<file path="config.mk">
export PLATFORM = sky130hd
export DESIGN_NAME = mode_key_ctrl
export DESIGN_NICKNAME = d
export VERILOG_FILES = /design/src/rtl/mode_key_ctrl.sv
export SDC_FILE = /design/constraint.sdc
export NUM_CORES = 1
export LEC_CHECK = 0
export ABC_AREA = 0
export CORE_UTILIZATION = 30
export DETAILED_ROUTE_END_ITERATION = 12
export PLACE_DENSITY = 0.46
export SYNTH_ARGS = -nofsm -noshare
export SYNTH_HDL_FRONTEND = slang
export SYNTH_SLANG_ARGS = --single-unit
</file>
<file path="constraint.sdc">
create_clock -name CLK -period 5.9 [get_ports CLK]
set_clock_uncertainty 0.2 [all_clocks]
set_input_delay 0.885 -clock CLK [delete_from_list [all_inputs] [get_ports CLK]]
set_output_delay 0.885 -clock CLK [all_outputs]
set_load 0.005 [all_outputs]
</file>
<file path="src/rtl/mode_key_ctrl.sv">
// rtl/mode_key_ctrl.sv - front-panel key sequencer: mode select, step pulses, auto-repeat, idle timeout
module mode_key_ctrl #(
  parameter int MODE_COUNT    = 4,
  parameter int HOME_MODE     = 1,
  parameter int REPEAT_DELAY  = 500,
  parameter int REPEAT_PERIOD = 100,
  parameter int TIMEOUT       = 30000
) (
  input  logic       CLK,
  input  logic       RESET,
  input  logic       TICK,
  input  logic       BTN_MODE,
  input  logic       BTN_UP,
  input  logic       BTN_DOWN,
  input  logic       BTN_RIGHT,
  input  logic       BTN_LEFT,
  output logic [3:0] MODE,
  output logic [3:0] NUM_SYNC,
  output logic       MODE_CHG
);

  // Key vector order doubles as priority order: bit 0 wins.
  localparam int KEY_MODE  = 0;
  localparam int KEY_UP    = 1;
  localparam int KEY_DOWN  = 2;
  localparam int KEY_RIGHT = 3;
  localparam int KEY_LEFT  = 4;

  localparam logic [3:0]  HOME      = 4'(HOME_MODE);
  localparam logic [3:0]  LAST      = 4'(MODE_COUNT - 1);
  localparam logic [15:0] DELAY_C   = 16'(REPEAT_DELAY);
  localparam logic [15:0] PERIOD_C  = 16'(REPEAT_PERIOD);
  localparam logic [15:0] TIMEOUT_C = 16'(TIMEOUT);

  typedef enum logic [1:0] {
    IDLE   = 2'd0,
    HELD   = 2'd1,
    DELAY  = 2'd2,
    REPEAT = 2'd3
  } state_t;

  state_t      state_q, state_d;
  logic [4:0]  keys;
  logic [4:0]  prev_q;
  logic [4:0]  rise;
  // Owner is kept one-hot in key order; bits [4:1] line up with NUM_SYNC.
  logic [4:0]  owner_q, owner_d;
  logic        owner_level;
  logic [15:0] rpt_cnt_q, rpt_cnt_d, rpt_inc, rpt_target;
  logic [15:0] idle_cnt_q, idle_cnt_d, idle_inc;
  logic [3:0]  mode_d;
  logic [3:0]  num_sync_d;
  logic        mode_chg_d;

  assign keys        = {BTN_LEFT, BTN_RIGHT, BTN_DOWN, BTN_UP, BTN_MODE};
  assign rise        = keys & ~prev_q;
  assign owner_level = |(keys & owner_q);
  assign rpt_inc     = (rpt_cnt_q == 16'hFFFF) ? rpt_cnt_q : rpt_cnt_q + 16'd1;
  assign idle_inc    = (idle_cnt_q == 16'hFFFF) ? idle_cnt_q : idle_cnt_q + 16'd1;
  assign rpt_target  = (state_q == DELAY) ? DELAY_C : PERIOD_C;

  // Next-state, counters and output pulses for the key ownership machine.
  always_comb begin
    state_d    = state_q;
    owner_d    = owner_q;
    rpt_cnt_d  = rpt_cnt_q;
    idle_cnt_d = idle_cnt_q;
    mode_d     = MODE;
    num_sync_d = 4'b0000;
    mode_chg_d = 1'b0;

    case (state_q)
      IDLE: begin
        if (rise[KEY_MODE]) begin
          owner_d    = 5'b00001;
          mode_d     = (MODE == LAST) ? 4'd0 : MODE + 4'd1;
          mode_chg_d = 1'b1;
          state_d    = HELD;
        end else if (rise[KEY_UP]) begin
          owner_d    = 5'b00010;
          num_sync_d = 4'b0001;
          rpt_cnt_d  = 16'd0;
          state_d    = DELAY;
        end else if (rise[KEY_DOWN]) begin
          owner_d    = 5'b00100;
          num_sync_d = 4'b0010;
          rpt_cnt_d  = 16'd0;
          state_d    = DELAY;
        end else if (rise[KEY_RIGHT]) begin
          owner_d    = 5'b01000;
          num_sync_d = 4'b0100;
          state_d    = HELD;
        end else if (rise[KEY_LEFT]) begin
          owner_d    = 5'b10000;
          num_sync_d = 4'b1000;
          state_d    = HELD;
        end else if ((MODE != HOME) && TICK) begin
          if (idle_inc == TIMEOUT_C) begin
            mode_d     = HOME;
            mode_chg_d = 1'b1;
            idle_cnt_d = 16'd0;
          end else begin
            idle_cnt_d = idle_inc;
          end
        end
      end
      HELD: begin
        if (!owner_level) begin
          state_d = IDLE;
        end
      end
      DELAY, REPEAT: begin
        // Release is checked first so a same-cycle count match is dropped.
        if (!owner_level) begin
          state_d = IDLE;
        end else if (TICK) begin
          if (rpt_inc == rpt_target) begin
            num_sync_d = owner_q[4:1];
            rpt_cnt_d  = 16'd0;
            state_d    = REPEAT;
          end else begin
            rpt_cnt_d = rpt_inc;
          end
        end
      end
      default: begin
        state_d = IDLE;
      end
    endcase

    if ((state_q != IDLE) || (|rise) || (MODE == HOME)) begin
      idle_cnt_d = 16'd0;
    end
  end

  // State, counters, edge-detect history and registered outputs.
  always_ff @(posedge CLK or posedge RESET) begin
    if (RESET) begin
      state_q    <= IDLE;
      owner_q    <= 5'b00000;
      prev_q     <= 5'b11111;
      rpt_cnt_q  <= 16'd0;
      idle_cnt_q <= 16'd0;
      MODE       <= HOME;
      NUM_SYNC   <= 4'b0000;
      MODE_CHG   <= 1'b0;
    end else begin
      state_q    <= state_d;
      owner_q    <= owner_d;
      prev_q     <= keys;
      rpt_cnt_q  <= rpt_cnt_d;
      idle_cnt_q <= idle_cnt_d;
      MODE       <= mode_d;
      NUM_SYNC   <= num_sync_d;
      MODE_CHG   <= mode_chg_d;
    end
  end

endmodule

</file>
==> run summary, run 1 <==
clk_lat worst skew -> 0.29 ns
FF+latch count, synth -> 53
Max Root-Sink Buffers -> 2
Hold Crit Depth -> 2
Comb power frac -> 30.8%
CP Data Required Time -> 5.88 ns
synth top area cells -> dfrtp_1 (33%), dfstp_2 (4.4%), nand2_1 (4.4%), nand3_1 (3.7%), a21oi_1 (3.4%)
number of enable flip-flop cells after synthesis -> 0
Filler Cells Inserted -> 1,184
Hold WS -> 0.3114 ns
# clock sinks -> 53
Worst-path clk slew -> 0.07 ns
PostCTS Resize Cnt -> 0
R2R cell count -> 9
Slew @ Worst Pin -> 0.7068 ns
Synth area leader -> dfrtp_1
Worst path slowest cell -> a41o_1
number of post-CTS setup repair buffers -> 0
Total GRT Usage -> 15.37%
Post-Synthesis Net Count -> 416
DRT Pass-1 Iters -> 4
fin crit share -> 59.61%
utilization after layout -> 34.30%
Avg Cell Area, Syn -> 8.802 sq um
Routed Wire Length -> 9.067 mm
Static Leak -> 1.609 nW
post-synthesis cell area -> 3556 sq um
Max Cap Violations -> 0
post-layout min period -> 3.517 ns
worst min path class -> register to register
Antenna Violating Nets Remaining -> 0
# hold bufs at CTS -> 0
layout cell share with drive strength beyond 1 -> 9.630%
area grow syn2layout -> 10.63%
commonest non-fill, non-tap cell in the layout -> dfrtp_1
pwr dens -> 299.0 nW/um^2
Overflow after GRT -> 0
IO buf count -> 16
Post-DP Area -> 3782 sq um
most frequent cells in the layout -> dfrtp_1 (47), nand2_1 (42), nand3_1 (26), a21oi_1 (24), nor2_1 (24)
ys flop type -> dfrtp_1
antenna violations before repair -> 0
Final Hold Viols -> 0
first-pass GRT wire length -> 15.48 mm
Die H -> 110.9 um
hpwl dp -> 6.369 mm
Largest stage delay, worst path -> 0.52 ns
Die W -> 110.9 um
Syn Inst Count -> 404
footprint of the multi-input gates -> 2064 sq um
die area -> 12,290 sq um
CP arrival -> 3.50 ns
Hold Crit Start -> owner_q[0]
core area -> 11,470 sq um
ant diodes -> 0
drc violations -> 0
CTS buffer count -> 5
total number of vias -> 3,101
post-synth top area share -> 33.08%
register area share after synthesis -> 37.51%
clk root buf -> clkbuf_16
routed length per instance -> 16.55 um
worst path cell trace -> ha_1, and4_1, nand2_1, nor3_1, mux2_2, nor4_2, a41o_1, nor2_1, a211o_1
flop2flop setup slack -> 2.38 ns
Clock Power Share -> 26.0%
FF/Latch Area -> 1334 sq um
reg-to-reg endpoint -> rpt_cnt_q[8]
DR iter-0 viols -> 187
Row Count -> 39
slew margin rel. -> 52.88%
initial core utilization -> 31.01%
Unique masters post-synth -> 72
largest net degree at the start of global routing -> 54
Worst setup SP type -> register
CP startpoint -> rpt_cnt_q[0]
Seq pwr share -> 43.2%
Async S/R FF share, synth -> 100.0%
worst hold endpoint -> owner_q[0]
final setup fails -> 0
post-route design area -> 3934 sq um
IO Count -> 17
outcome -> completed
overall power -> 1.176 mW
worst reg2reg path startpoint -> rpt_cnt_q[0]
Slew Limit Fails -> 0
clock tree from TritonCTS -> yes
vias in the first global route -> 2,904
drt via density -> 5.659
fin nets -> 416
Cell Int Power -> 0.7359 mW
Worst VDD drop -> 0.1262 mV
Syn. warnings -> 0
RSZ-0062 raised after global routing -> no
# H-tree levels -> 2
f_max -> 0.2844 GHz
setup TNS -> 0 ns
Crit Path Class -> register to register
P_sw -> 0.4404 mW
GPL Wtd Cong -> 0.8502
switching part of the total power -> 37.44%
CP endpoint kind -> register
Crit Path Max Fanout -> 10
[area by class of cell]
cell class	count	share of cell area, %
multi-input cells	318	52.48
clock inverters	3	0.6679
clock buffers	5	3.181
well taps	143	4.548
inverters	8	0.7634
repair buffers	18	4.453
flip-flops and latches	53	33.91
[cells in the mapped netlist, drive strengths merged, types with 9 or more instances]
cell / n
dfrtp: 47
nand2: 42
nand3: 29
a21oi: 26
nor2: 25
and3: 18
o21ai: 18
nor3: 17
buf: 16
nand4: 14
a22o: 10
clkbuf: 9
[registers in the layout, summed over array words and instances, names as in the netlist]
name,count
MODE,4
owner_q,5
prev_q,5
rpt_cnt_q,16
NUM_SYNC,4
state_q,2
idle_cnt_q,16
MODE_CHG,1
[cell families after synthesis]
kind of cell	Yosys count	share of synthesized area (%)
flip-flops	53	37.51
buffers and inverters	33	4.433
XOR/XNOR	12	2.956
AO/OA/AOI/OAI	115	23.05
multiplexers	3	1.020
adder cells (fa/ha/maj)	4	1.408
AND/OR/NAND/NOR	184	29.63
[metal layers]
metal  up-vias  wire length (um)  GRT usage (%)  share of wire [%]
met1      1479              4365          21.96                 48
met5         -                 0              0                  0
li1       1538                 -              -                  -
met2        75              4202          23.98                 46
met3         9               408          2.679                4.5
met4         0                91          3.822                1.0
[per-stage QoR]
| stage | worst slack (ns) | std cells |
|---|---|---|
| floorplan | 2.957 | 404 |
| finish | 2.383 | 548 |
| CTS | 2.388 | 548 |
| global route | 2.168 | 548 |
| global placement | 2.108 | 540 |
| detailed placement | 2.078 | 540 |
[worst max-delay path by stage]
stage	endpoint	slack, ns	depth (start not counted)
3_3_place_gp	idle_cnt_q[13]	2.11	9
2_1_floorplan	idle_cnt_q[13]	2.96	8
6_report	rpt_cnt_q[8]	2.38	9
3_5_place_dp	idle_cnt_q[13]	2.08	9
4_1_cts	idle_cnt_q[13]	2.39	9
5_1_grt	rpt_cnt_q[8]	2.17	9
[power by group through the flow]
stage	combinational, mW	sequential (mW)	clock (mW)
5_1_grt	0.402	0.519	0.333
4_1_cts	0.367	0.508	0.319
6_report	0.362	0.508	0.306
3_5_place_dp	0.365	0.513	0
3_3_place_gp	0.364	0.515	0
2_1_floorplan	0.293	0.469	0
[worst max-delay path, delay by kind of cell (launching register included)]
family | cells | cell delay [ns]
compound gates | 2 | 0.79
fa+ha+maj | 1 | 0.30
simple gates | 5 | 1.27
mux | 1 | 0.39
flops | 1 | 0.45
Power figures use the tool's default switching activity.
==> inputs of run 2 (changes only) <==
--- a/config.mk
+++ b/config.mk
@@ -8,7 +8,7 @@
 export ABC_AREA = 0
 export CORE_UTILIZATION = 30
 export DETAILED_ROUTE_END_ITERATION = 12
-export PLACE_DENSITY = 0.46
+export PLACE_DENSITY = 0.48
 export SYNTH_ARGS = -nofsm -noshare
 export SYNTH_HDL_FRONTEND = slang
 export SYNTH_SLANG_ARGS = --single-unit
==> constraint.sdc (replaced) <==
create_clock -name CLK -period 3.1 [get_ports CLK]
set_clock_uncertainty 0.2 [all_clocks]
set_input_delay 0.465 -clock CLK [delete_from_list [all_inputs] [get_ports CLK]]
set_output_delay 0.465 -clock CLK [all_outputs]
set_load 0.005 [all_outputs]
==> run summary, run 2 (synthesis results as in run 1) <==
outcome -> completed (unchanged)
Placed Cells -> 566 (was 540)
worst min path class -> register to register (unchanged)
ant diodes -> 0 (unchanged)
DRT Pass-1 Iters -> 5 (was 4)
Static Leak -> 1.751 nW (was 1.609 nW)
routed length per instance -> 16.10 um (was 16.55 um)
Antenna Violating Nets Remaining -> 0 (unchanged)
Crit Path Max Fanout -> 7 (was 10)
final cell count without fillers -> 574 (was 548)
Routed Wire Length -> 9.241 mm (was 9.067 mm)
# H-tree levels -> 2 (unchanged)
CP Data Required Time -> 3.13 ns (was 5.88 ns)
Worst-path clk slew -> 0.08 ns (was 0.07 ns)
slew margin rel. -> 63.69% (was 52.88%)
FF/Latch Area -> 1335 sq um (was 1334 sq um)
largest net degree at the start of global routing -> 30 (was 54)
worst reg2reg path startpoint -> rpt_cnt_q[1] (was rpt_cnt_q[0])
Worst setup SP type -> register (unchanged)
Max Cap Violations -> 0 (unchanged)
flop2flop setup slack -> 0.15 ns (was 2.38 ns)
f_max -> 0.3388 GHz (was 0.2844 GHz)
final setup fails -> 0 (unchanged)
Overflow after GRT -> 0 (unchanged)
Largest regs -> idle_cnt_q: 16 flops, rpt_cnt_q: 16 flops (unchanged)
DR iter-0 viols -> 233 (was 187)
CP arrival -> 2.98 ns (was 3.50 ns)
IO Count -> 17 (unchanged)
total number of vias -> 3,207 (was 3,101)
worst hold endpoint -> owner_q[0] (unchanged)
GPL Wtd Cong -> 0.8880 (was 0.8502)
worst path cell trace -> ha_2, and4_1, nand2_1, buf_4, o211ai_2, o21ai_1, mux2_4, a41o_1, buf_4, a41o_1, a21oi_2 (was ha_1, and4_1, nand2_1, nor3_1, mux2_2, nor4_2, a41o_1, nor2_1, a211o_1)
footprint of the multi-input gates -> 2081 sq um (was 2064 sq um)
Row Count -> 39 (unchanged)
Crit Path Class -> register to register (unchanged)
# clock sinks -> 53 (unchanged)
number of post-CTS setup repair buffers -> 0 (unchanged)
Final Hold Viols -> 0 (unchanged)
area grow syn2layout -> 17.38% (was 10.63%)
Hold Crit Start -> owner_q[0] (unchanged)
clk_lat worst skew -> 0.30 ns (was 0.29 ns)
Worst VDD drop -> 0.3404 mV (was 0.1262 mV)
core area -> 11,470 sq um (unchanged)
commonest non-fill, non-tap cell in the layout -> dfrtp_1 (unchanged)
Largest stage delay, worst path -> 0.43 ns (was 0.52 ns)
vias in the first global route -> 2,970 (was 2,904)
Total GRT Usage -> 15.30% (was 15.37%)
Slew Limit Fails -> 0 (unchanged)
CP endpoint kind -> register (unchanged)
post-layout min period -> 2.952 ns (was 3.517 ns)
Filler Cells Inserted -> 1,141 (was 1,184)
hpwl dp -> 6.656 mm (was 6.369 mm)
pwr dens -> 563.7 nW/um^2 (was 299.0 nW/um^2)
fin nets -> 442 (was 416)
drt via density -> 5.587 (was 5.659)
layout cell share with drive strength beyond 1 -> 16.01% (was 9.630%)
reg-to-reg endpoint -> rpt_cnt_q[6] (was rpt_cnt_q[8])
Worst path slowest cell -> dfrtp_1 (was a41o_1)
most frequent cells in the layout -> dfrtp_1 (46), nand2_1 (42), nand3_1 (26), buf_4 (26) (was dfrtp_1 (47), nand2_1 (42), nand3_1 (26), a21oi_1 (24), nor2_1 (24))
fin crit share -> 95.22% (was 59.61%)
Slew @ Worst Pin -> 0.5439 ns (was 0.7068 ns)
antenna violations before repair -> 0 (unchanged)
drc violations -> 0 (unchanged)
initial core utilization -> 31.01% (unchanged)
clk root buf -> clkbuf_16 (unchanged)
CTS buffer count -> 5 (unchanged)
clock tree from TritonCTS -> yes (unchanged)
Die H -> 110.9 um (unchanged)
Max Root-Sink Buffers -> 2 (unchanged)
# hold bufs at CTS -> 0 (unchanged)
IO buf count -> 16 (unchanged)
Hold WS -> 0.3013 ns (was 0.3114 ns)
R2R cell count -> 11 (was 9)
setup TNS -> 0 ns (unchanged)
die area -> 12,290 sq um (unchanged)
RSZ-0062 raised after global routing -> no (unchanged)
Hold Crit Depth -> 2 (unchanged)
first-pass GRT wire length -> 15.42 mm (was 15.48 mm)
Die W -> 110.9 um (unchanged)
-- run 2: critical path: cells and delay by family (launching register included) --
| family | cells | cell delay (ns) |
|---|---|---|
| adders and majority gates | 1 | 0.26 |
| muxes | 1 | 0.32 |
| AOI/OAI and AO/OA | 5 | 0.87 |
| and+or+nand+nor | 2 | 0.43 |
| DFF | 1 | 0.43 |
| buffers and inverters | 2 | 0.36 |
-- run 2: how the worst max path moves through the flow --
stage,cells after the start,startpoint,to
6_report,11,rpt_cnt_q[1],rpt_cnt_q[6]
5_1_grt,9,idle_cnt_q[0],idle_cnt_q[12]
4_1_cts,9,idle_cnt_q[0],idle_cnt_q[13]
3_5_place_dp,9,BTN_UP,idle_cnt_q[13]
3_3_place_gp,9,idle_cnt_q[0],idle_cnt_q[13]
2_1_floorplan,9,idle_cnt_q[0],idle_cnt_q[13]
-- run 2: cell type report --
cell class,instances,area share (%)
Clock buffer,5,2.998
Inverter,8,0.7194
Sequential cell,53,31.98
Tap cell,143,4.287
Multi-Input combinational cell,318,49.85
Clock inverter,3,0.6894
Timing Repair Buffer,44,9.472
-- run 2: repair_timing --
action | CTS | global route
resized for setup | 0 | 4
hold endpoints to repair | 0 | 0
endpoints found under the setup margin | 0 | 16
-- run 2: report_power, final --
group / internal (mW) / switching (mW)
Clock: 0.311 / 0.292
Combinational: 0.368 / 0.445
Sequential: 0.802 / 0.136
Total: 1.48 / 0.873
-- run 2: metrics by stage --
step | instance area, sq um | power (mW) | setup WS (ns) | utilization, %
2_1_floorplan | 3556 | 1.451 | 0.3400 | -
3_3_place_gp | 4003 | 1.756 | 0.09257 | 34.90
3_5_place_dp | 4003 | 1.761 | 0.1253 | 34.90
4_1_cts | 4156 | 2.382 | 0.1140 | 36.25
5_1_grt | 4174 | 2.515 | 0.009717 | 36.40
6_report | 4174 | 2.353 | 0.1483 | 36.40
-- run 2: per-layer routing --
layer | track usage, % | share of wire (%) | up-vias
met2 | 23.44 | 45 | 76
met5 | 0 | 0 | -
met4 | 3.289 | 0.58 | 0
met3 | 2.351 | 4.3 | 4
met1 | 22.64 | 50 | 1541
li1 | - | - | 1586
